<file path="src/rtl/mat_pkg.sv">
// Shared types for the matrix operand fetchers: FIFO entry layout, fetch FSM
// states and counter sizing.
package mat_pkg;

   localparam int MAT_N      = 4;
   localparam int MAT_DATA_W = 16;

   typedef struct packed {
      logic [MAT_DATA_W-1:0] data;
      logic                  last;
      logic                  row_last;
   } a_entry_t;

   typedef enum logic [1:0] {
      S_IDLE   = 2'd0,
      S_ISSUE  = 2'd1,
      S_DRAIN  = 2'd2,
      S_FINISH = 2'd3
   } fetch_state_t;

   // Counter width for indices 0..n-1; never narrower than one bit.
   function automatic int cnt_w(input int n);
      return (n > 1) ? $clog2(n) : 1;
   endfunction

endpackage

</file>
<file path="src/rtl/sync_fifo.sv">
// Single-clock FIFO with occupancy count; power-of-two DEPTH, head visible on
// o_rdata whenever o_empty is low.
module sync_fifo #(
   parameter int DEPTH = 4,
   parameter int WIDTH = 18
) (
   input  logic                     clk,
   input  logic                     rst_n,
   input  logic                     i_push,
   input  logic [WIDTH-1:0]         i_wdata,
   input  logic                     i_pop,
   output logic [WIDTH-1:0]         o_rdata,
   output logic [$clog2(DEPTH):0]   o_count,
   output logic                     o_empty
);

   localparam int AW = $clog2(DEPTH);
   localparam int CW = AW + 1;

   logic [WIDTH-1:0] r_mem [DEPTH];
   logic [AW-1:0]    r_wr_ptr;
   logic [AW-1:0]    r_rd_ptr;
   logic [CW-1:0]    r_count;
   logic             w_full;
   logic             w_push;
   logic             w_pop;

   assign o_empty = (r_count == '0);
   assign w_full  = (r_count == CW'(DEPTH));
   assign w_pop   = i_pop & ~o_empty;
   // A push into a full FIFO is only taken when the head leaves in the same cycle.
   assign w_push  = i_push & (~w_full | w_pop);
   assign o_rdata = r_mem[r_rd_ptr];
   assign o_count = r_count;

   always_ff @(posedge clk or negedge rst_n) begin
      if (!rst_n) begin
         r_wr_ptr <= '0;
         r_rd_ptr <= '0;
         r_count  <= '0;
      end else begin
         if (w_push) r_wr_ptr <= r_wr_ptr + 1'b1;
         if (w_pop)  r_rd_ptr <= r_rd_ptr + 1'b1;
         r_count <= r_count + CW'(w_push) - CW'(w_pop);
      end
   end

   always_ff @(posedge clk) begin
      if (w_push) r_mem[r_wr_ptr] <= i_wdata;
   end

endmodule

</file>
<file path="src/rtl/mat_a_fetch.sv">
// Matrix-A operand fetcher: walks row/rep/k, issues credit-limited reads and
// streams operands through a FIFO. Define TRANSPOSE_EN for column-major A.
//
// state    | meaning
// ---------+----------------------------------------------
// S_IDLE   | waiting for start
// S_ISSUE  | issuing reads while credit is available
// S_DRAIN  | all reads issued, waiting for pipeline + FIFO
// S_FINISH | done pulse, back to idle
module mat_a_fetch
   import mat_pkg::*;
#(
   parameter int N          = MAT_N,
   parameter int ADDR_W     = 16,
   parameter int DATA_W     = MAT_DATA_W,
   parameter int RD_LAT     = 2,
   parameter int FIFO_DEPTH = 4
) (
   input  logic              clk,
   input  logic              rst_n,
   input  logic              start,
   input  logic [ADDR_W-1:0] base_addr,
   output logic [ADDR_W-1:0] mem_addr,
   output logic              mem_rd_en,
   input  logic [DATA_W-1:0] mem_rdata,
   output logic [DATA_W-1:0] out_data,
   output logic              out_valid,
   input  logic              out_ready,
   output logic              out_last,
   output logic              out_row_last,
   output logic              busy,
   output logic              done
);

   localparam int CW = cnt_w(N);
   localparam int FW = $clog2(FIFO_DEPTH) + 1;
   localparam int UW = FW + 1;
   localparam logic [CW-1:0] LAST_IDX = CW'(N - 1);

   fetch_state_t      r_state;
   fetch_state_t      w_next;
   logic [ADDR_W-1:0] r_base;
   logic [CW-1:0]     r_row;
   logic [CW-1:0]     r_rep;
   logic [CW-1:0]     r_k;
   logic [FW-1:0]     r_inflight;
   logic              r_pv  [RD_LAT];
   logic              r_pl  [RD_LAT];
   logic              r_prl [RD_LAT];

   logic              w_k_end;
   logic              w_rep_end;
   logic              w_row_end;
   logic              w_credit;
   logic              w_issue;
   logic              w_push;
   logic              w_pop;
   logic              w_empty;
   logic [FW-1:0]     w_count;
   logic [UW-1:0]     w_used;
   logic [ADDR_W-1:0] w_off;
   a_entry_t          w_wr;
   a_entry_t          w_rd;

   assign w_k_end   = (r_k == LAST_IDX);
   assign w_rep_end = (r_rep == LAST_IDX);
   assign w_row_end = (r_row == LAST_IDX);

   // Credits count both queued and still-in-flight reads so the FIFO cannot overflow.
   assign w_used   = UW'(w_count) + UW'(r_inflight);
   assign w_credit = (w_used < UW'(FIFO_DEPTH));
   assign w_issue  = (r_state == S_ISSUE) & w_credit;

`ifdef TRANSPOSE_EN
   assign w_off = ADDR_W'(r_k) * ADDR_W'(N) + ADDR_W'(r_row);
`else
   assign w_off = ADDR_W'(r_row) * ADDR_W'(N) + ADDR_W'(r_k);
`endif

   assign mem_addr  = r_base + w_off;
   assign mem_rd_en = w_issue;

   always_ff @(posedge clk or negedge rst_n) begin
      if (!rst_n) r_state <= S_IDLE;
      else        r_state <= w_next;
   end

   always_comb begin
      w_next = r_state;
      case (r_state)
         S_IDLE:   if (start) w_next = S_ISSUE;
         S_ISSUE:  if (w_issue && w_k_end && w_rep_end && w_row_end) w_next = S_DRAIN;
         S_DRAIN:  if ((r_inflight == '0) && w_empty) w_next = S_FINISH;
         S_FINISH: w_next = S_IDLE;
         default:  w_next = S_IDLE;
      endcase
   end

   always_ff @(posedge clk or negedge rst_n) begin
      if (!rst_n) begin
         r_base <= '0;
         r_row  <= '0;
         r_rep  <= '0;
         r_k    <= '0;
      end else if ((r_state == S_IDLE) && start) begin
         r_base <= base_addr;
         r_row  <= '0;
         r_rep  <= '0;
         r_k    <= '0;
      end else if (w_issue) begin
         if (!w_k_end) begin
            r_k <= r_k + 1'b1;
         end else begin
            r_k <= '0;
            if (w_rep_end) begin
               r_rep <= '0;
               r_row <= r_row + 1'b1;
            end else begin
               r_rep <= r_rep + 1'b1;
            end
         end
      end
   end

   // Flag pipeline matches memory latency; its tail marks when mem_rdata is valid.
   always_ff @(posedge clk or negedge rst_n) begin
      if (!rst_n) begin
         for (int i = 0; i < RD_LAT; i++) begin
            r_pv[i]  <= 1'b0;
            r_pl[i]  <= 1'b0;
            r_prl[i] <= 1'b0;
         end
         r_inflight <= '0;
      end else begin
         r_pv[0]  <= w_issue;
         r_pl[0]  <= w_k_end;
         r_prl[0] <= w_k_end & w_rep_end;
         for (int i = 1; i < RD_LAT; i++) begin
            r_pv[i]  <= r_pv[i-1];
            r_pl[i]  <= r_pl[i-1];
            r_prl[i] <= r_prl[i-1];
         end
         r_inflight <= r_inflight + FW'(w_issue) - FW'(w_push);
      end
   end

   assign w_push      = r_pv[RD_LAT-1];
   assign w_wr.data     = MAT_DATA_W'(mem_rdata);
   assign w_wr.last     = r_pl[RD_LAT-1];
   assign w_wr.row_last = r_prl[RD_LAT-1];
   assign w_pop       = out_valid & out_ready;

   sync_fifo #(
      .DEPTH (FIFO_DEPTH),
      .WIDTH ($bits(a_entry_t))
   ) u_fifo (
      .clk     (clk),
      .rst_n   (rst_n),
      .i_push  (w_push),
      .i_wdata (w_wr),
      .i_pop   (w_pop),
      .o_rdata (w_rd),
      .o_count (w_count),
      .o_empty (w_empty)
   );

   assign out_valid    = ~w_empty;
   assign out_data     = out_valid ? DATA_W'(w_rd.data) : '0;
   assign out_last     = out_valid & w_rd.last;
   assign out_row_last = out_valid & w_rd.row_last;
   assign busy         = (r_state == S_ISSUE) || (r_state == S_DRAIN);
   assign done         = (r_state == S_FINISH);

endmodule

</file>
<file path="config.mk">
export PLATFORM = sky130hd
export DESIGN_NAME = mat_a_fetch
export DESIGN_NICKNAME = d
export VERILOG_FILES = /design/src/rtl/mat_pkg.sv /design/src/rtl/sync_fifo.sv /design/src/rtl/mat_a_fetch.sv
export SDC_FILE = /design/constraint.sdc
export NUM_CORES = 1
export LEC_CHECK = 0
export ABC_AREA = 1
export CORE_MARGIN = 4
export CORE_UTILIZATION = 55
export DETAILED_ROUTE_END_ITERATION = 10
export GPL_TIMING_DRIVEN = 1
export PLACE_DENSITY = 0.85
export SETUP_SLACK_MARGIN = 0.3
export SLEW_MARGIN = 10
export SYNTH_ARGS = -nofsm -noshare
export SYNTH_HDL_FRONTEND = slang
export SYNTH_HIERARCHICAL = 1
export SYNTH_SLANG_ARGS = --single-unit
</file>
<file path="constraint.sdc">
create_clock -name clk -period 3.4 [get_ports clk]
set_clock_uncertainty 0.15 [all_clocks]
set_input_delay 0.68 -clock clk [delete_from_list [all_inputs] [get_ports clk]]
set_output_delay 0.68 -clock clk [all_outputs]
set_load 0.1 [all_outputs]
</file>
==> impl_metrics.env, run 1 <==
export IMPL_layout_drive_gt1_share=0.226
export IMPL_grt_pass1_vias=3868
export IMPL_fp_dieArea_um2=11500
export IMPL_setup_ws_ns=0.323
export IMPL_portBuffers=73
export IMPL_period_minus_slack_ns=3.08
export IMPL_cp_end_kind="primary output"
export IMPL_cts_buffer_depth=2
export IMPL_cts_sinks=112
export IMPL_grt_pass1_wl_mm=18.2
export IMPL_hold_slack_ns=0.203
export IMPL_dr_pass1_iters=4
export IMPL_ant_nets=0
export IMPL_arrival_ns=2.25
export IMPL_worstSetupPathType="reg -> out"
export IMPL_clock_latency_ns=0.36
export IMPL_cts_root_buf="clkbuf_8"
export IMPL_synth_nets=574
export IMPL_finalCritPeriodShare=0.905
export IMPL_synthToLayoutAreaGrowth_pct=27.3
export IMPL_drc_errors=0
export IMPL_synthArstFlopShare=0.357
export IMPL_wire_per_inst_um=15.2
export IMPL_setup_viol=0
export IMPL_status="completed"
export IMPL_post_synth_top_area_cell="edfxtp_1"
export IMPL_num_vias=3704
export IMPL_numCtsBuffers=9
export IMPL_viasPerCell=5.07
export IMPL_max_cap_violations=0
export IMPL_drv_slew=0
export IMPL_finalSetupTns_ns=0
export IMPL_synth_common_cells="nand2_1, inv_1, nor2_1"
export IMPL_clk_pin_slew_ns=0.10
export IMPL_worstPathMaxFanout=4
export IMPL_overflow=0
export IMPL_die_width_um=107
export IMPL_std_cell_rows=35
export IMPL_nets=657
export IMPL_yosys_area_top_type_share=0.399
export IMPL_netlist_area_um2=5420
export IMPL_finalHoldViolCount=0
export IMPL_dpl_worst_slack_ns=0.426
export IMPL_synth_flop_cell="edfxtp_1"
export IMPL_netlist_instances=513
export IMPL_antenna_found_initial=0
export IMPL_post_synth_top_count_cell="nand2_1"
export IMPL_htreeDepth=3
export IMPL_hold_path_class="reg -> reg"
export IMPL_drtIter0Drc=140
export IMPL_routed_wl_mm=11.1
export IMPL_critPathLaunchType="flip-flop"
export IMPL_synth_area_leaders="edfxtp_1, dfrtp_1, nand2_1, inv_1, ha_1"
export IMPL_diodes=0
export IMPL_worst_pin_slew_ns=0.902
export IMPL_cts_hold_buf=0
export IMPL_grt_usage=0.201
export IMPL_relSlewSlack=0.399
export IMPL_timing_fmax_mhz=325
export IMPL_grt_max_degree=41
export IMPL_gp_congestion=0.778
export IMPL_chipHeight_um=107
export IMPL_synth_distinct_cells=32
export IMPL_synth_edff_count=72
export IMPL_fin_util=0.733
export IMPL_io_pins=74
export IMPL_cts_tree="yes"
export IMPL_yosysWarningCount=6
export IMPL_crit_required_ns=2.57
export IMPL_yosys_register_bits=112
export IMPL_ys_seq_area_frac=0.583
export IMPL_postSynthAreaPerCell_um2=10.6
export IMPL_core_area_um2=9420
export IMPL_initial_core_util=0.576
export IMPL_rsz0062_at_grt="yes"
export IMPL_dp_hpwl_mm=7.63
[critical path, stage by stage (launching register included)]
cell and delay (ns):
dfrtp_1 0.37, ha_2 0.19, inv_2 0.04, fa_2 0.35, inv_2 0.06, nand3_2 0.07
nand2_4 0.10, buf_6 0.09, nand4_1 0.14, xor2_2 0.25, buf_12 0.20
[metrics by stage]
| step | instances | instance area [um2] |
|---|---|---|
| global route | 730 | 6900 |
| finish | 730 | 6900 |
| floorplan | 513 | 5510 |
| CTS | 728 | 6870 |
| global placement | 708 | 6610 |
| detailed placement | 708 | 6610 |
[final timing paths]
| path | from | end | slack [ns] | depth (start not counted) |
|---|---|---|---|---|
| worst max-delay path | r_base[0] | mem_addr[12] | 0.32 | 10 |
| worst min-delay path | r_prl[1] | r_prl[0] | 0.20 | 0 |
| worst max register to register | u_fifo/o_count[1] | u_fifo/o_count[2] | 1.02 | 11 |
| worst min register to register | r_prl[1] | r_prl[0] | 0.20 | 0 |
| max in group asynchronous | rst_n | r_prl[1] | 2.25 | 1 |
| min in group asynchronous | rst_n | r_base[8] | 0.29 | 1 |
[what timing repair did]
action,4_1_cts,5_1_grt
gates cloned,0,0
resized for setup,9,6
pin swaps,5,4
buffers inserted,4,2
endpoints found under the setup margin,4,15
[area by class of cell]
class	instances	area, um2
clock inverter	5	66.3
clock buffer	11	131
inverter	82	309
multi-input combinational	302	1960
sequential	112	3160
tap	129	161
fill	620	2510
timing repair buffer	89	1110
[cells by family after synthesis]
group           count (synthesis)  share of synthesized area
compound gates                 50                     0.0725
fa+ha+maj                      25                     0.0618
xor+xnor                       15                     0.0242
buf+inv                        99                     0.0789
mux                            10                     0.0208
simple gates                  202                      0.159
flops                         112                      0.583
[placed cells by master (no fill, tap or decap), drive strengths merged]
cell type / n
a21oi: 8
and3: 2
buf: 55
bufinv: 1
clkbuf: 11
clkdlybuf4s50: 34
clkinv: 3
clkinvlp: 1
dfrtp: 40
edfxtp: 72
fa: 3
ha: 22
inv: 82
mux2: 10
nand2: 93
nand3: 16
nand3b: 1
nand4: 7
nor2: 78
nor3: 3
nor4: 1
o211ai: 18
o21ai: 24
or2: 1
xnor2: 5
xor2: 10
[metal layers]
layer | part of all wire | up-vias | GRT usage
li1 | - | 1812 | -
met1 | 0.40 | 1777 | 0.243
met2 | 0.54 | 99 | 0.364
met3 | 0.055 | 16 | 0.0438
met4 | 0.012 | 0 | 0.0511
met5 | 0 | - | 0
[sequential cells by signal, indices dropped and copies added (netlist names)]
name             flops
u_fifo/r_mem        72
r_base              16
r_inflight           3
u_fifo/o_count       3
r_k                  2
r_pl                 2
r_prl                2
r_rep                2
r_row                2
r_state              2
u_fifo/r_rd_ptr      2
u_fifo/r_wr_ptr      2
r_pv                 1
w_push               1
Power of run 1 is not shown: default switching activity piles up to over one toggle a cycle in this logic, so the estimate is an artifact.
==> run 2: changes to the inputs <==
MAX_ROUTING_LAYER = met4   (was not set)
==> run 2 against run 1 <==
First-iteration DRC count shrank 23%. Cell count is the same. Maximum frequency shrank 0.23%. Hold slack lost 0.0018 ns. Non-clock buffer count is the same. Critical path depth is the same.
==> impl_metrics.env, run 2 (synthesized netlist as in run 1, its figures left out) <==
export IMPL_die_width_um=107
export IMPL_viasPerCell=5.10
export IMPL_finalHoldViolCount=0
export IMPL_numCtsBuffers=9
export IMPL_hold_path_class="reg -> reg"
export IMPL_path_cells="ha_2 > inv_2 > fa_2 > inv_2 > nand3_2 > nand2_4 > buf_6 > nand4_1 > xor2_2 > buf_12"
export IMPL_cp_top_family="adder cells"
export IMPL_largest_reg_flops=72
export IMPL_diodes=0
export IMPL_cp_end_kind="primary output"
export IMPL_final_common_cell="nand2_1"
export IMPL_wl_met2_mm=5.97
export IMPL_drc_errors=0
export IMPL_timing_fmax_mhz=324
export IMPL_reg_top3="u_fifo/r_mem: 72 flops, r_base: 16 flops"
export IMPL_num_vias=3723
export IMPL_setup_viol=0
export IMPL_grt_pass1_wl_mm=18.2
export IMPL_dp_hpwl_mm=7.63
export IMPL_routed_wl_met3_um=629
export IMPL_cts_buffer_depth=2
export IMPL_cts_root_buf="clkbuf_8"
export IMPL_drtIter0Drc=108
export IMPL_arrival_ns=2.25
export IMPL_gp_congestion=0.789
export IMPL_period_minus_slack_ns=3.08
export IMPL_setup_ws_ns=0.316
export IMPL_rsz0062_at_grt="yes"
export IMPL_io_pins=74
export IMPL_layout_drive_gt1_share=0.226
export IMPL_cts_tree="yes"
export IMPL_routed_wl_mm=11.2
export IMPL_instances_no_fill=730
export IMPL_grt_pass1_vias=3866
export IMPL_portBuffers=73
export IMPL_dr_max_layer_used="met4"
export IMPL_ant_nets=0
export IMPL_wl_met1_mm=4.45
export IMPL_max_cap_violations=0
export IMPL_n_fill_cell=620
export IMPL_worst_pin_slew_ns=0.881
export IMPL_crit_required_ns=2.57
export IMPL_worstSetupPathType="reg -> out"
export IMPL_clock_latency_ns=0.37
export IMPL_clk_pin_slew_ns=0.10
export IMPL_core_area_um2=9420
export IMPL_dr_pass1_iters=4
export IMPL_initial_core_util=0.576
export IMPL_htreeDepth=3
export IMPL_slowest_delay_ns=0.37
export IMPL_finalSetupTns_ns=0
export IMPL_grt_usage=0.207
export IMPL_worstPathMaxFanout=4
export IMPL_grt_max_degree=41
export IMPL_std_cell_rows=35
export IMPL_largest_register="u_fifo/r_mem"
export IMPL_status="completed"
export IMPL_critPathLaunchType="flip-flop"
export IMPL_drv_slew=0
export IMPL_synthToLayoutAreaGrowth_pct=27.3
export IMPL_cts_sinks=112
export IMPL_mostFrequentLayoutCells="nand2_1, inv_1, edfxtp_1"
export IMPL_path_buf_inv=4
export IMPL_cts_hold_buf=0
export IMPL_chipHeight_um=107
export IMPL_place_inst=708
export IMPL_antenna_found_initial=0
export IMPL_crit_top_cell="inv_2"
export IMPL_wire_per_inst_um=15.3
export IMPL_overflow=0
export IMPL_slowest_stage="dfrtp_1"
export IMPL_dpl_worst_slack_ns=0.426
export IMPL_nets=657
export IMPL_finalCritPeriodShare=0.907
export IMPL_fp_dieArea_um2=11500
export IMPL_relSlewSlack=0.413
==> run 2: cell counts in the layout (fill, tap and decap cells not counted) <==
No cell type changed its count.
==> run 2: repair_timing <==
action	4_1_cts	5_1_grt
endpoints found under the setup margin	4	15
hold endpoints to repair	0	0
pin swaps	5	4
buffers inserted	4	2
gates resized for setup	9	6
==> run 2: metal layers <==
| metal | track usage | up-vias |
|---|---|---|
| li1 | - | 1815 |
| met1 | 0.248 | 1786 |
| met2 | 0.362 | 112 |
| met3 | 0.0414 | 10 |
| met4 | 0.0511 | 0 |
| met5 | - | - |
==> run 2: stage by stage <==
stage | util | hold slack (ns) | cell area, um2
floorplan | - | 0.181 | 5510
global placement | 0.702 | 0.182 | 6610
detailed placement | 0.702 | 0.186 | 6610
CTS | 0.730 | 0.202 | 6870
global route | 0.733 | 0.215 | 6900
finish | 0.733 | 0.201 | 6900
==> run 2: path summary, 6_finish.rpt <==
path	startpoint	to	slack (ns)	cells past startpoint
setup / recovery	r_base[0]	mem_addr[12]	0.32	10
hold / removal	r_prl[1]	r_prl[0]	0.20	0
setup reg to reg	u_fifo/o_count[1]	u_fifo/o_count[2]	1.02	11
hold reg to reg	r_prl[1]	r_prl[0]	0.20	0
max in group asynchronous	rst_n	u_fifo/r_wr_ptr[0]	2.27	1
min in group asynchronous	rst_n	r_base[8]	0.27	1
==> run 2: cell type report <==
class / count / area [um2] / share of cell area
clock buffer: 11 / 131 / 0.0190
multi-input combinational: 302 / 1960 / 0.284
clock inverter: 5 / 66.3 / 0.00961
timing repair buffer: 89 / 1110 / 0.161
tap: 129 / 161 / 0.0234
sequential: 112 / 3160 / 0.458
inverter: 82 / 309 / 0.0448
Power of run 2 is left out for the same reason.
==> run 3: changes to the inputs <==
CORE_ASPECT_RATIO = 2   (was not set)
SLEW_MARGIN = not set   (was 10)
==> run 3 against run 2 <==
Core utilization shrank 0.77 points. Critical path depth is the same. Final area grew 1.9%. Wire length grew 0.82%. Flip-flop and latch count is the same. Maximum frequency grew 2.5%. Via count grew 0.94%.
==> impl_metrics.env, run 3 (synthesized netlist as in run 1, its figures left out) <==
export IMPL_largest_register="u_fifo/r_mem"
export IMPL_cts_tree="yes"
export IMPL_numCtsBuffers=9
export IMPL_dr_pass1_iters=7
export IMPL_cts_hold_buf=0
export IMPL_reg_top3="u_fifo/r_mem: 72 flops, r_base: 16 flops"
export IMPL_wire_per_inst_um=15.3
export IMPL_largest_reg_flops=72
export IMPL_cts_root_buf="clkbuf_16"
export IMPL_finalHoldViolCount=0
export IMPL_std_cell_rows=51
export IMPL_drc_errors=0
export IMPL_htreeDepth=3
export IMPL_ant_nets=0
export IMPL_status="completed"
export IMPL_die_width_um=78.2
export IMPL_layout_drive_gt1_share=0.225
export IMPL_io_pins=74
export IMPL_clk_pin_slew_ns=0.07
export IMPL_routed_wl_mm=11.2
export IMPL_grt_pass1_vias=3916
export IMPL_rsz0062_at_grt="no"
export IMPL_period_minus_slack_ns=3.01
export IMPL_gp_congestion=0.857
export IMPL_finalSetupTns_ns=0
export IMPL_relSlewSlack=0.407
export IMPL_setup_viol=0
export IMPL_critPathLaunchType="flip-flop"
export IMPL_grt_pass1_wl_mm=18.3
export IMPL_worstPathMaxFanout=4
export IMPL_synthToLayoutAreaGrowth_pct=29.7
export IMPL_hold_path_class="reg -> reg"
export IMPL_grt_usage=0.210
export IMPL_cts_buffer_depth=2
export IMPL_timing_fmax_mhz=332
export IMPL_arrival_ns=2.18
export IMPL_drtIter0Drc=258
export IMPL_num_vias=3758
export IMPL_crit_required_ns=2.57
export IMPL_worstSetupPathType="reg -> out"
export IMPL_cp_end_kind="primary output"
export IMPL_drv_slew=0
export IMPL_worst_pin_slew_ns=0.890
export IMPL_dp_hpwl_mm=7.91
export IMPL_initial_core_util=0.559
export IMPL_mostFrequentLayoutCells="nand2_1, inv_1, nor2_1, edfxtp_1, dfrtp_1"
export IMPL_diodes=0
export IMPL_chipHeight_um=148
export IMPL_cts_sinks=112
export IMPL_final_common_cell="nand2_1"
export IMPL_portBuffers=73
export IMPL_fp_dieArea_um2=11600
export IMPL_max_cap_violations=0
export IMPL_finalCritPeriodShare=0.885
export IMPL_core_area_um2=9700
export IMPL_nets=657
export IMPL_overflow=0
export IMPL_clock_latency_ns=0.34
export IMPL_viasPerCell=5.13
export IMPL_grt_max_degree=41
export IMPL_antenna_found_initial=0
## run 3: changes by cell type in the layout (fill, tap and decap cells not counted), moves of 2 or more
cell       previous run  this run
inv_4                 0         2
clkbuf_8              9         0
clkinv_4              2         0
nor2_1               70        72
nor2_2                6         4
clkbuf_16             0        11
buf_6                 2         0
buf_12               28        30
## run 3: final timing paths
kind,cells after the start,endpoint,slack (ns),start
max,10,mem_addr[10],0.39,r_k[0]
min,0,r_pl[0],0.20,r_pl[1]
max reg2reg,9,u_fifo/r_mem[3][10],0.93,u_fifo/o_count[1]
min reg2reg,0,r_pl[0],0.20,r_pl[1]
max in group asynchronous,1,r_base[1],2.22,rst_n
min in group asynchronous,1,r_base[12],0.30,rst_n
## run 3: routing by layer
| metal | global-route usage | wire, um | vias up |
|---|---|---|---|
| li1 | - | - | 1815 |
| met1 | 0.215 | 3950 | 1810 |
| met2 | 0.394 | 6540 | 112 |
| met3 | 0.0370 | 518 | 21 |
| met4 | 0.0762 | 237 | 0 |
| met5 | - | 0 | - |
## run 3: layout make-up
class | count | area (um2)
Clock buffer | 12 | 279
Clock inverter | 4 | 30.0
Fill cell | 686 | 2660
Inverter | 82 | 310
Multi-Input combinational cell | 302 | 1960
Sequential cell | 112 | 3160
Tap cell | 132 | 165
Timing Repair Buffer | 89 | 1130
## run 3: repair_timing
item                                    CTS  global route
pin swaps                                 5             2
endpoints found under the hold margin     0             0
gates resized for setup                   8             7
endpoints found under the setup margin    4            17
setup buffers                             5             2
## run 3: per-stage QoR
step	cells	cell area (um2)	setup WS, ns	utilization	hold slack [ns]
finish	733	7040	0.392	0.725	0.196
global placement	710	6630	0.506	0.684	0.183
global route	733	7040	0.295	0.725	0.212
floorplan	513	5510	0.0385	-	0.181
detailed placement	710	6630	0.477	0.684	0.186
CTS	731	7000	0.311	0.722	0.202
## run 3: critical path: stages (launching register included)
cell	delay, ns
dfrtp_1	0.36
ha_2	0.19
inv_2	0.04
fa_2	0.36
inv_2	0.06
nand3_2	0.07
nand2_4	0.11
nand2_4	0.06
nor3_4	0.19
xor2_4	0.19
buf_12	0.19
Power of run 3 is left out for the same reason.
